[src/rtl/kd_pkg.sv]
// kd-tree load controller shared definitions.
// Holds the tree/frame geometry, the derived word counts of each load
// section, the packed patch type and the load sequencer state encoding.
package kd_pkg;

   localparam int DATA_WIDTH  = 11;
   localparam int IDX_WIDTH   = 9;
   localparam int PATCH_SIZE  = 5;
   localparam int LEAF_SIZE   = 8;
   localparam int NUM_LEAVES  = 64;
   localparam int NUM_QUERYS  = 494;
   localparam int LEAF_ADDRW  = $clog2(NUM_LEAVES);
   localparam int QUERY_ADDRW = $clog2(NUM_QUERYS);
   localparam int SLOT_W      = $clog2(LEAF_SIZE);

   localparam int WORDS_PER_LEAF_PATCH = PATCH_SIZE + 1;
   localparam int NODE_WORDS  = 2 * (NUM_LEAVES - 1);
   localparam int LEAF_WORDS  = NUM_LEAVES * LEAF_SIZE * WORDS_PER_LEAF_PATCH;
   localparam int QUERY_WORDS = NUM_QUERYS * PATCH_SIZE;

   typedef logic [PATCH_SIZE-1:0][DATA_WIDTH-1:0] patch_t;

   typedef enum logic [2:0] {
      IDLE,
      NODES,
      LEAVES,
      QUERY,
      DONE
   } state_t;

endpackage

[src/rtl/patch_assembler.sv]
// Patch assembler: collects FIFO words of one record into a patch.
// Ports:
//   clk, rst_n  clock, asynchronous active-low reset
//   push        a word is accepted this cycle
//   clear       drop any partial record (wins over push)
//   nwords      words per record (patch words plus optional trailer)
//   data        incoming word
//   patch       assembled patch, including the word pushed this cycle
//   last        this push completes the record
// Only the first PATCH_SIZE words of a record enter the shift register;
// a trailing word (leaf index) is left for the caller to capture.
module patch_assembler
   import kd_pkg::*;
(
   input  logic                             clk,
   input  logic                             rst_n,
   input  logic                             push,
   input  logic                             clear,
   input  logic [2:0]                       nwords,
   input  logic [DATA_WIDTH-1:0]            data,
   output logic [PATCH_SIZE*DATA_WIDTH-1:0] patch,
   output logic                             last
);

   patch_t     sreg;
   patch_t     sreg_nxt;
   logic [2:0] cnt;
   logic       shift_en;

   assign shift_en = push && (cnt < 3'(PATCH_SIZE));
   assign last     = push && (cnt == (nwords - 3'd1));

   // New words enter at the top so word 0 ends up in the LSBs.
   assign sreg_nxt = shift_en ? {data, sreg[PATCH_SIZE-1:1]} : sreg;
   assign patch    = sreg_nxt;

   always_ff @(posedge clk or negedge rst_n) begin
      if (!rst_n) begin
         sreg <= '0;
         cnt  <= '0;
      end else if (clear) begin
         sreg <= '0;
         cnt  <= '0;
      end else if (push) begin
         sreg <= sreg_nxt;
         cnt  <= last ? 3'd0 : cnt + 3'd1;
      end
   end

endmodule

[src/rtl/kdtree_load_ctrl.sv]
// kd-tree load controller: after load_kdtree, drains the input FIFO into
// the internal-node registers, the leaf memory and the query memory, one
// wide write per assembled record.
// Ports:
//   clk, rst_n                  core clock, asynchronous active-low reset
//   load_kdtree                 start/restart pulse
//   in_fifo_rempty_n/rdata/deq  FWFT FIFO head and pop
//   node_*                      node write: number, split dim, split value
//   leaf_*                      leaf patch write: leaf, slot, data, index
//   query_*                     query patch write: number, data
//   busy                        sequence in progress
//   kdtree_loaded               sticky, all nodes and leaves written
//   queries_loaded              sticky, all queries written
//   cfg_err                     sticky, a node split dim was out of range
//
// state  | meaning
// IDLE   | after reset, no pops
// NODES  | idx/median word pairs -> node registers
// LEAVES | 5 data + 1 index words per patch -> leaf memory
// QUERY  | 5 data words per patch -> query memory
// DONE   | everything loaded, no pops
module kdtree_load_ctrl
   import kd_pkg::*;
(
   input  logic                             clk,
   input  logic                             rst_n,
   input  logic                             load_kdtree,
   input  logic                             in_fifo_rempty_n,
   input  logic [DATA_WIDTH-1:0]            in_fifo_rdata,
   output logic                             in_fifo_deq,
   output logic                             node_wen,
   output logic [LEAF_ADDRW-1:0]            node_waddr,
   output logic [2:0]                       node_idx,
   output logic [DATA_WIDTH-1:0]            node_median,
   output logic                             leaf_wen,
   output logic [LEAF_ADDRW-1:0]            leaf_waddr,
   output logic [SLOT_W-1:0]                leaf_slot,
   output logic [PATCH_SIZE*DATA_WIDTH-1:0] leaf_wpatch,
   output logic [IDX_WIDTH-1:0]             leaf_widx,
   output logic                             query_wen,
   output logic [QUERY_ADDRW-1:0]           query_waddr,
   output logic [PATCH_SIZE*DATA_WIDTH-1:0] query_wpatch,
   output logic                             busy,
   output logic                             kdtree_loaded,
   output logic                             queries_loaded,
   output logic                             cfg_err
);

   state_t                          state;
   state_t                          state_nxt;
   logic                            take;
   logic                            asm_push;
   logic [2:0]                      asm_nwords;
   logic [PATCH_SIZE*DATA_WIDTH-1:0] asm_patch;
   logic                            asm_last;
   logic                            node_phase;
   logic [2:0]                      idx_hold;
   logic [LEAF_ADDRW-1:0]           node_cnt;
   logic [SLOT_W-1:0]               slot_cnt;
   logic [LEAF_ADDRW-1:0]           leaf_cnt;
   logic [QUERY_ADDRW-1:0]          query_cnt;
   logic                            node_last;
   logic                            slot_wrap;
   logic                            leaf_last;
   logic                            query_last;

   assign busy        = (state == NODES) || (state == LEAVES) || (state == QUERY);
   assign in_fifo_deq = busy && in_fifo_rempty_n;

   // A pop coinciding with load_kdtree leaves the FIFO but is thrown away.
   assign take = in_fifo_deq && !load_kdtree;

   assign asm_push   = take && ((state == LEAVES) || (state == QUERY));
   assign asm_nwords = (state == QUERY) ? 3'(PATCH_SIZE) : 3'(WORDS_PER_LEAF_PATCH);

   patch_assembler u_asm (
      .clk    (clk),
      .rst_n  (rst_n),
      .push   (asm_push),
      .clear  (load_kdtree),
      .nwords (asm_nwords),
      .data   (in_fifo_rdata),
      .patch  (asm_patch),
      .last   (asm_last)
   );

   assign node_last  = take && (state == NODES) && node_phase
                       && (node_cnt == LEAF_ADDRW'(NUM_LEAVES - 2));
   assign slot_wrap  = (slot_cnt == SLOT_W'(LEAF_SIZE - 1));
   assign leaf_last  = (state == LEAVES) && asm_last && slot_wrap
                       && (leaf_cnt == LEAF_ADDRW'(NUM_LEAVES - 1));
   assign query_last = (state == QUERY) && asm_last
                       && (query_cnt == QUERY_ADDRW'(NUM_QUERYS - 1));

   always_ff @(posedge clk or negedge rst_n) begin
      if (!rst_n) begin
         state <= IDLE;
      end else begin
         state <= state_nxt;
      end
   end

   always_comb begin
      state_nxt = state;
      if (load_kdtree) begin
         state_nxt = NODES;
      end else begin
         case (state)
            NODES:   if (node_last)  state_nxt = LEAVES;
            LEAVES:  if (leaf_last)  state_nxt = QUERY;
            QUERY:   if (query_last) state_nxt = DONE;
            default: state_nxt = state;
         endcase
      end
   end

   always_ff @(posedge clk or negedge rst_n) begin
      if (!rst_n) begin
         node_phase     <= 1'b0;
         idx_hold       <= '0;
         node_cnt       <= '0;
         slot_cnt       <= '0;
         leaf_cnt       <= '0;
         query_cnt      <= '0;
         node_wen       <= 1'b0;
         node_waddr     <= '0;
         node_idx       <= '0;
         node_median    <= '0;
         leaf_wen       <= 1'b0;
         leaf_waddr     <= '0;
         leaf_slot      <= '0;
         leaf_wpatch    <= '0;
         leaf_widx      <= '0;
         query_wen      <= 1'b0;
         query_waddr    <= '0;
         query_wpatch   <= '0;
         kdtree_loaded  <= 1'b0;
         queries_loaded <= 1'b0;
         cfg_err        <= 1'b0;
      end else begin
         node_wen  <= 1'b0;
         leaf_wen  <= 1'b0;
         query_wen <= 1'b0;
         if (load_kdtree) begin
            node_phase     <= 1'b0;
            idx_hold       <= '0;
            node_cnt       <= '0;
            slot_cnt       <= '0;
            leaf_cnt       <= '0;
            query_cnt      <= '0;
            kdtree_loaded  <= 1'b0;
            queries_loaded <= 1'b0;
            cfg_err        <= 1'b0;
         end else if (take) begin
            case (state)
               NODES: begin
                  if (!node_phase) begin
                     idx_hold   <= in_fifo_rdata[2:0];
                     node_phase <= 1'b1;
                     if (in_fifo_rdata >= DATA_WIDTH'(PATCH_SIZE)) begin
                        cfg_err <= 1'b1;
                     end
                  end else begin
                     node_wen    <= 1'b1;
                     node_waddr  <= node_cnt;
                     node_idx    <= idx_hold;
                     node_median <= in_fifo_rdata;
                     node_phase  <= 1'b0;
                     node_cnt    <= node_cnt + LEAF_ADDRW'(1);
                  end
               end
               LEAVES: begin
                  if (asm_last) begin
                     leaf_wen    <= 1'b1;
                     leaf_waddr  <= leaf_cnt;
                     leaf_slot   <= slot_cnt;
                     leaf_wpatch <= asm_patch;
                     leaf_widx   <= in_fifo_rdata[IDX_WIDTH-1:0];
                     slot_cnt    <= slot_wrap ? '0 : slot_cnt + SLOT_W'(1);
                     if (slot_wrap) begin
                        leaf_cnt <= leaf_cnt + LEAF_ADDRW'(1);
                     end
                     if (leaf_last) begin
                        kdtree_loaded <= 1'b1;
                     end
                  end
               end
               QUERY: begin
                  if (asm_last) begin
                     query_wen    <= 1'b1;
                     query_waddr  <= query_cnt;
                     query_wpatch <= asm_patch;
                     query_cnt    <= query_cnt + QUERY_ADDRW'(1);
                     if (query_last) begin
                        queries_loaded <= 1'b1;
                     end
                  end
               end
               default: ;
            endcase
         end
      end
   end

endmodule

[config.mk]
export PLATFORM = sky130hd
export DESIGN_NAME = kdtree_load_ctrl
export DESIGN_NICKNAME = d
export VERILOG_FILES = /design/src/rtl/kd_pkg.sv /design/src/rtl/patch_assembler.sv /design/src/rtl/kdtree_load_ctrl.sv
export SDC_FILE = /design/constraint.sdc
export NUM_CORES = 1
export LEC_CHECK = 0
export CORE_MARGIN = 1
export CORE_UTILIZATION = 49
export DETAILED_ROUTE_END_ITERATION = 8
export DONT_BUFFER_PORTS = 1
export PLACE_DENSITY = 0.74
export SLEW_MARGIN = 20
export SYNTH_ARGS = -nofsm -noshare
export SYNTH_HDL_FRONTEND = slang
export SYNTH_SLANG_ARGS = --single-unit
[constraint.sdc]
create_clock -name clk -period 2.71 [get_ports clk]
set_clock_uncertainty 0.15 [all_clocks]
set_input_delay 0.813 -clock clk [delete_from_list [all_inputs] [get_ports clk]]
set_output_delay 0.813 -clock clk [all_outputs]
set_load 0.02 [all_outputs]
; Word-level counts from Yosys, hierarchy flattened
; Cells that the tools add are included.
[op_classes]
n_addsub = 6
order_cmp = 2
n_eq_ne = 12
n_mux = 64
bitwise = 1
n_reduce_logical = 42
[op_table]
columns = operator, count
row1 = 2-to-1 mux 55 bit, 3
row2 = 2-to-1 mux 6 bit, 9
row3 = 2-to-1 mux 3 bit, 16
row4 = 2-to-1 mux 9 bit, 4
row5 = AND reduction 4 bit, 8
row6 = 2-to-1 mux 1 bit, 30
row7 = nonzero test 2 bit, 11
row8 = logical AND 1 bit, 13
row9 = adder 6 x 1 -> 6 bit (second input constant), 2
row10 = == test 6 bit (second input constant), 2
row11 = AND reduction 3 bit, 4
row12 = >= comparator 11 x 3 -> 1 bit (second input constant), 1
row13 = adder 9 x 1 -> 9 bit (second input constant), 1
row14 = == test 9 bit (second input constant), 1
row15 = inequality test 3 bit (second input constant), 3
row16 = one-hot mux 3 bit (3 select lines), 1
row17 = adder 3 x 1 -> 3 bit (second input constant), 2
row18 = == test 3 x 2 -> 1 bit (second input constant), 2
row19 = nonzero test 4 bit, 1
row20 = == test 3 x 1 -> 1 bit (second input constant), 1
row21 = == test 3 bit, 1
row22 = == test 3 bit (second input constant), 1
row23 = logical OR 1 bit, 3
row24 = less-than comparator 3 bit (second input constant), 1
row25 = 6 further kinds, 6
[totals]
ff_bits = 252
output_inout_bits = 165

; Longest topological paths before layout
[logic_depth]
word_depth = 15
ltp_mapped = 8
ltp_nobuf = 6

; Hierarchy
; A second synthesis with hierarchy kept.
[hier_totals]
cells_unflattened = 857
area_unflattened_um2 = 10819.1
[by_module_without_submodules]
columns = module, n_inst, cells_per_inst, area_each_um2, seq_area_each_um2
row1 = kdtree_load_ctrl, 1, 522, 8002.7, 4854.7
row2 = patch_assembler, 1, 335, 2816.5, 1451.4

; Worst setup path before layout
; Ideal clock, no wire load.
[synth_path]
path_type = input -> register
startpoint = input port load_kdtree
endpoint = register query_cnt[5]
setup_ps = 78
arrival_ps = 2397
required_time_ps = 2482
slack_ps = 85
path_stages = 6
path_buffers = 2
path_cell_list = or3b_1 > or3_1 > buf_2 > buf_6 > or4_1 > a21oi_1
[synth_via]
elab_chain_len = 6
elab_cells_between_ends = 9
cone_classes = mux (1) / reduce/logical (8)
[synth_lines]
columns = element, line
row1 = start: declaration, kdtree_load_ctrl.sv:27  ; input logic load_kdtree,
row2 = logical NOT 1 bit, kdtree_load_ctrl.sv:71  ; assign take = in_fifo_deq && !load_kdtree;
row3 = logical AND 1 bit, kdtree_load_ctrl.sv:71
row4 = logical AND 1 bit, kdtree_load_ctrl.sv:73  ; assign asm_push = take && ((state == LEAVES) || (state == QUERY));
row5 = logical AND 1 bit, patch_assembler.sv:31  ; assign last = push && (cnt == (nwords - 3'd1));
row6 = nonzero test 2 bit (no source line), n/a
row7 = AND reduction 3 bit (no source line), n/a
row8 = end signal: assignment, kdtree_load_ctrl.sv:193  ; query_cnt <= query_cnt + QUERY_ADDRW'(1);
row9 = end: declaration, kdtree_load_ctrl.sv:61  ; logic [QUERY_ADDRW-1:0] query_cnt;
; Parallel ways exist; a longest one is shown, timed or not.
; A chain may end at the register's enable or synchronous reset.

; Worst setup path after layout
[layout_path]
startpoint = register state[1]
endpoint = output port in_fifo_deq
[layout_via]
elab_chain_len = 4
elab_cells_between_ends = 6
cone_classes = eq/ne (3) / reduce/logical (3)
[layout_lines]
columns = element, line
row1 = start: declaration, kdtree_load_ctrl.sv:49  ; state_t state;
row2 = start signal: assignment, kdtree_load_ctrl.sv:99  ; state <= state_nxt;
row3 = == test 3 x 1 -> 1 bit / == test 3 x 2 -> 1 bit (equally long branches), kdtree_load_ctrl.sv:67  ; assign busy = (state == NODES) || (state == LEAVES) || (state == QUERY);
row4 = logical OR 1 bit, kdtree_load_ctrl.sv:67
row5 = logical OR 1 bit *, kdtree_load_ctrl.sv:67
row6 = logical AND 1 bit *, kdtree_load_ctrl.sv:68  ; assign in_fifo_deq = busy && in_fifo_rempty_n;
row7 = end: declaration, kdtree_load_ctrl.sv:30  ; output logic in_fifo_deq,
; Every way passes the cells marked *; elsewhere a longest branch is shown, timed or not.

==> results.md <==
- Post-synth EDFFs: 0
- Die Span Y: 145 um
- Clock Root Buffer: clkbuf_16
- Total setup buffers inserted after CTS: 0
- Max_cap viols: 0
- Tightest Pin Transition: 0.741 ns
- Fraction of layout cells with a size suffix above 1: 9.67%
- DR DRC count: 0
- Kind of start point of the critical path: flip-flop
- Worst IR drop on VDD: around 540 uV
- Initial antenna violation count: 0
- First-pass GRT wire length: between 30000 and 40000 um
- Hold WS: -0.155 ns
- Vias after detailed routing: 6540
- Largest net degree at the start of global routing: 253
- RSZ-0062 raised after global routing: no
- Io pins: 180
- Core Util, Final: a little under three fifths
- Top_reg_cell synth: dfrtp_1
- CTS max path bufs: 3
- Synth warnings: 0
- Wl on met1: 9890 um
- # resized after CTS: 0
- Run status: finished with violations
- Reg-to-reg slack, setup: between 0.3 and 0.4 ns
- H-tree depth: 1
- Final ANT Viol Nets: 0
- GPL Wtd Cong: 0.798
- Seq cells post-synth: 252
- Syn Area/Cell: 11.1 um^2
- Worst Path Arrival: 1.52 ns
- Via density: around 5.5
- FFs w/ async S/R, synth: 100%
- Met3 wire len: 1530 um
- Port bufs: 0
- Final Critical Period: 2.48 ns
- Failing checks: negative hold slack
- Die X: 145 um
- Drt first-iter violations: 429
- Relative slew slack: between 40% and 50%
- Req. time, crit path: 1.75 ns
- DR WL/cell: around 19 um
- Post-DP HPWL: 14300 um
- Area Growth Syn to Fin: 12.1%
- Mapped Nets: 925
- Gr ovfl total: 0
- Post-Syn Instances: 902
- Total Wirelength: roughly 22000 um
- CTS tree: yes
- Mapped cell area: 10100 um^2
- Crit. End Element: output port
- CTS buffer count: 26
- Final Cycle Share: 91.6%
- Max frequency: slightly above 400 MHz
- All-layer global routing usage: 21.4%
- Clk slew on worst S/H paths: about 0.06 ns
- Power per Cell Area: 689 nW/um^2
- Uppermost layer routed: met4
- Sum Neg Setup Slack: 0 ns
- CP max FO: 6
- Pins over their slew limit: 0
- Sequential area share after synthesis: 62.7%
- Leak: 5.51 nW
- Setup Viol. Count Final: 0
- Initial Util: 49.9%
- Core area: 20200 um^2
- Final Hold Vio Count: between 200 and 300
- # rows: 52
- Critical setup path kind: flip-flop to output port
- Count of different cell masters after synthesis: 42
- Drt pass-1 iters: 4
- Met2 WL: around 11000 um
- Clk_lat worst skew: approximately 0.52 ns
- DIE AREA: approximately 21000 um^2
- Ant. Diodes: 0
- Vias in the first global route: 6614
- Tightest Hold Check Type: input port to asynchronous set/reset pin
- Final Net Count: just over 900
- CTS sink count: about 250
==> flip-flops by register name (all words and copies together), names as in the netlist, 3 cells and up <==
name	cells
idx_hold	3
node_idx	3
state	3
query_wpatch	55
leaf_wpatch	55
leaf_waddr	6
node_median	11
u_asm.sreg	55
query_waddr	9
query_cnt	9
slot_cnt	3
leaf_widx	9
leaf_slot	3
node_cnt	6
u_asm.cnt	3
leaf_cnt	6
node_waddr	6
==> cell families (layout without fill, tap and decap cells) <==
logic type,count (synthesis),in the layout,synth area share (%)
mux,77,77,7.90
simple gates,282,282,12.0
buf+inv,69,77,2.77
flops,252,252,62.7
fa+ha+maj,8,8,0.995
compound gates,201,201,12.5
xor+xnor,13,13,1.13
==> synthesized netlist by cell type (10+ instances only) <==
cell	instances	area [um^2]
a22o_1	55	482
nand2_1	209	785
nor2_1	21	78.8
dfrtp_1	252	6310
mux2i_1	58	581
mux2_2	19	214
o21ai_0	121	606
clkbuf_1	43	161
inv_1	11	41.3
buf_2	10	50.1
a21oi_1	13	65.1
nand3_1	13	65.1
==> worst paths after layout <==
path                          startpoint                to  depth (start not counted)
max in group asynchronous          rst_n   leaf_wpatch[34]                          0
setup reg to reg            u_asm.cnt[0]          state[0]                          4
min in group clk             load_kdtree      query_cnt[3]                          1
setup / recovery                state[1]       in_fifo_deq                          4
hold reg to reg            u_asm.sreg[1]     u_asm.sreg[1]                          1
hold / removal                     rst_n  query_wpatch[14]                          0
==> cell type report <==
cell class	instances	area, um^2
Fill cell	1697	8900
Clock buffer	40	835
Tap cell	270	338
Clock inverter	7	62.6
Inverter	11	41.3
Multi-Input combinational cell	581	3490
Timing Repair Buffer	19	193
Sequential cell	252	6310
==> through the flow <==
stage	hold WS, ns	cell area (um^2)	power [mW]	worst slack, ns	instances
final	-0.155	11300	7.76	0.228	1180
after global routing	-0.181	11300	8.01	0.178	1180
after CTS	-0.183	11300	7.85	0.203	1180
after detailed placement	0.331	10400	4.19	0.0250	1133
after global placement	0.332	10400	4.19	0.0711	1133
after floorplan	0.315	10100	4.16	0.0850	902
==> report_power, final <==
part           internal, mW  switching (mW)  leakage (nW)  total, mW
registers              3.84           0.152          3.49       3.99
clock network          2.20            1.43         0.448       3.64
logic                0.0756          0.0550          1.57      0.131
total                  6.12            1.64          5.51       7.76
==> critical path: stages, from the launching register on <==
cell     delay (ns)
dfrtp_1        0.44
nor2_1         0.06
nor2_1         0.10
buf_4          0.15
and2_1         0.25
==> placed cells by master, fill, tap and decap left out, drive strengths merged, types with 2 or more instances in the layout <==
master | synthesis | routed
and3 | 3 | 3
nor4bb | 3 | 3
nand3b | 2 | 2
xor2 | 5 | 5
o21ai | 121 | 121
mux2 | 19 | 19
nand4 | 3 | 3
xnor2 | 8 | 8
mux2i | 58 | 58
buf | 15 | 19
clkinv | 0 | 5
a21oi | 13 | 13
or3 | 4 | 4
nor3 | 3 | 3
and2 | 3 | 3
clkbuf | 43 | 40
dfrtp | 252 | 252
o31ai | 3 | 3
or4 | 5 | 5
nand2 | 209 | 209
or4bb | 2 | 2
nand3 | 13 | 13
nor4 | 5 | 5
nor2 | 21 | 21
and4 | 2 | 2
inv | 11 | 11
a22o | 55 | 55
ha | 8 | 8
==> routing by layer <==
metal | up-vias | GRT usage (%)
met1 | 3258 | 29.6
met4 | 0 | 4.63
met5 | - | 0
met2 | 170 | 34.1
li1 | 3096 | -
met3 | 16 | 5.53
(Power assumes the default switching activity.)
==> variant, RTL diff (same settings) <==
Change the package constant `NUM_LEAVES` from 64 to 32.
--- a/src/rtl/kd_pkg.sv
+++ b/src/rtl/kd_pkg.sv
@@ -9,3 +9,3 @@
    localparam int LEAF_SIZE   = 8;
-   localparam int NUM_LEAVES  = 64;
+   localparam int NUM_LEAVES  = 32;
    localparam int NUM_QUERYS  = 494;
Ports: changed (resized leaf_waddr and node_waddr); port bits go from 180 to 178. The function was not compared with the original's and may differ.
==> variant against the original RTL <==
- the flow still finishes with violations (negative hold slack)
- synthesized cell count is 1.1% lower
- cell area fell by 0.88%
- power grew 0.58%
- highest routed layer unchanged
- non-clock buffer count is 2 higher
- sequential cell count down 4
- synthesized area shrank 1.0%
- cell count shrank 1.3%
- wire length is 5.4% higher
- worst setup slack worse by 0.088 ns
==> variant: results (changes against the original RTL) <==
- Capture instance of the worst register-to-register path: leaf_wpatch[49]$_DFFE_PN0P_ (was state[0]$_DFFE_PN0P_)
* Endpoints failing hold: 248 (was 252)
- The multi-input combinational gate total was 572 (was 581).
* Clock distribution area overhead in the final layout: 0.0814 (was 0.0796)
* Netlist area before placement: 0.00995 mm² (was 0.0101 mm²)
- The tightest slew margin relative to the limit is 0.522 (was 0.499).
- Fraction of synthesized area in multiplexers: 0.0787 (was 0.0790)
* Sequential logic power: 3.94 mW (was 3.99 mW)
- The sequential share of cell area came to 0.556 (was 0.560).
* Leakage power total: 5.43 nW (was 5.51 nW)
- Worst endpoint data arrival time: 1.61 ns (was 1.52 ns)
* 1st-iter DRT viols: 465 (was 429)
- The total global-route track usage was 0.227 (was 0.214).
- Number of global-route vias before repair: 6,543 (was 6,614)
- The worst slack at placement came to 0.181 ns (was 0.0250 ns).
* Fraction of layout instances using a drive strength above 1: 0.0956 (was 0.0967)
- The worst hold-check slack was -0.172 ns (was -0.155 ns).
- The number of detailed-route iterations in the first pass was 5 (was 4).
* Share of the synthesized area in compound gates (AO/OA/AOI/OAI): 0.129 (was 0.125)
- The multi-input gate area in the final layout is 0.00347 mm² (was 0.00349 mm²).
* Gp weighted congestion: 0.812 (was 0.798)
- The utilization after layout came to 0.567 (was 0.559).
- Run status: finished, violations left (unchanged)
- Post-synthesis instance total: 892 (was 902)
* RR Startpoint: state[2]$_DFFE_PN0P_ (was u_asm.cnt[0]$_DFFE_PN0P_)
- The ratio of routed vias to standard cells was 5.74 (was 5.54).
- The number of buffers created by CTS was 27 (was 26).
- Largest incremental delay on the critical path: 0.47 ns (was 0.44 ns)
- The internal power contribution came to 6.14 mW (was 6.12 mW).
- Violations in the final reports: negative hold slack (unchanged).
* Fillcell total: 1,658 (was 1,697)
- CTS sink count: 248 (was 252)
- Layout Cells excl Fill: 1,165 (was 1,180)
- The post-synthesis sequential area ratio came to 0.624 (was 0.627).
- Register-to-register path setup slack: 0.49 ns (was 0.34 ns)
* Number of nets produced by synthesis: 916 (was 925)
* Global-route wire length before repair: 36.5 mm (was 36.4 mm)
- The net switching power is 1.67 mW (was 1.64 mW).
[variant: cell types whose count changed in the layout (fill, tap and decap cells not counted), moves of 4 or more]
cell	before	now
sky130_fd_sc_hd__clkbuf_1	2	7
sky130_fd_sc_hd__clkbuf_8	11	6
sky130_fd_sc_hd__dfrtp_1	252	248
sky130_fd_sc_hd__nand2_1	207	195
sky130_fd_sc_hd__o21ai_0	121	117
[variant: per-layer routing]
layer  global-route usage  up-vias  routed length, µm
met4               0.0864        0                746
met2                0.359      203              11000
met3               0.0619       44               1750
met5                    0        -                  0
li1                     -     3066                  -
met1                0.296     3377               9920
[variant: cells by family after synthesis]
kind of cell | after synthesis
AOI/OAI and AO/OA | 205
buffers and inverters | 72
and+or+nand+nor | 271
xor gates and xnor gates | 11
muxes | 76
DFF | 248
adders and majority gates | 9
[variant: critical path: cells and delay by family (launching register included)]
kind	cells	cell delay (ns)
buffers and inverters	1	0.16
DFF	1	0.47
and+or+nand+nor	3	0.44
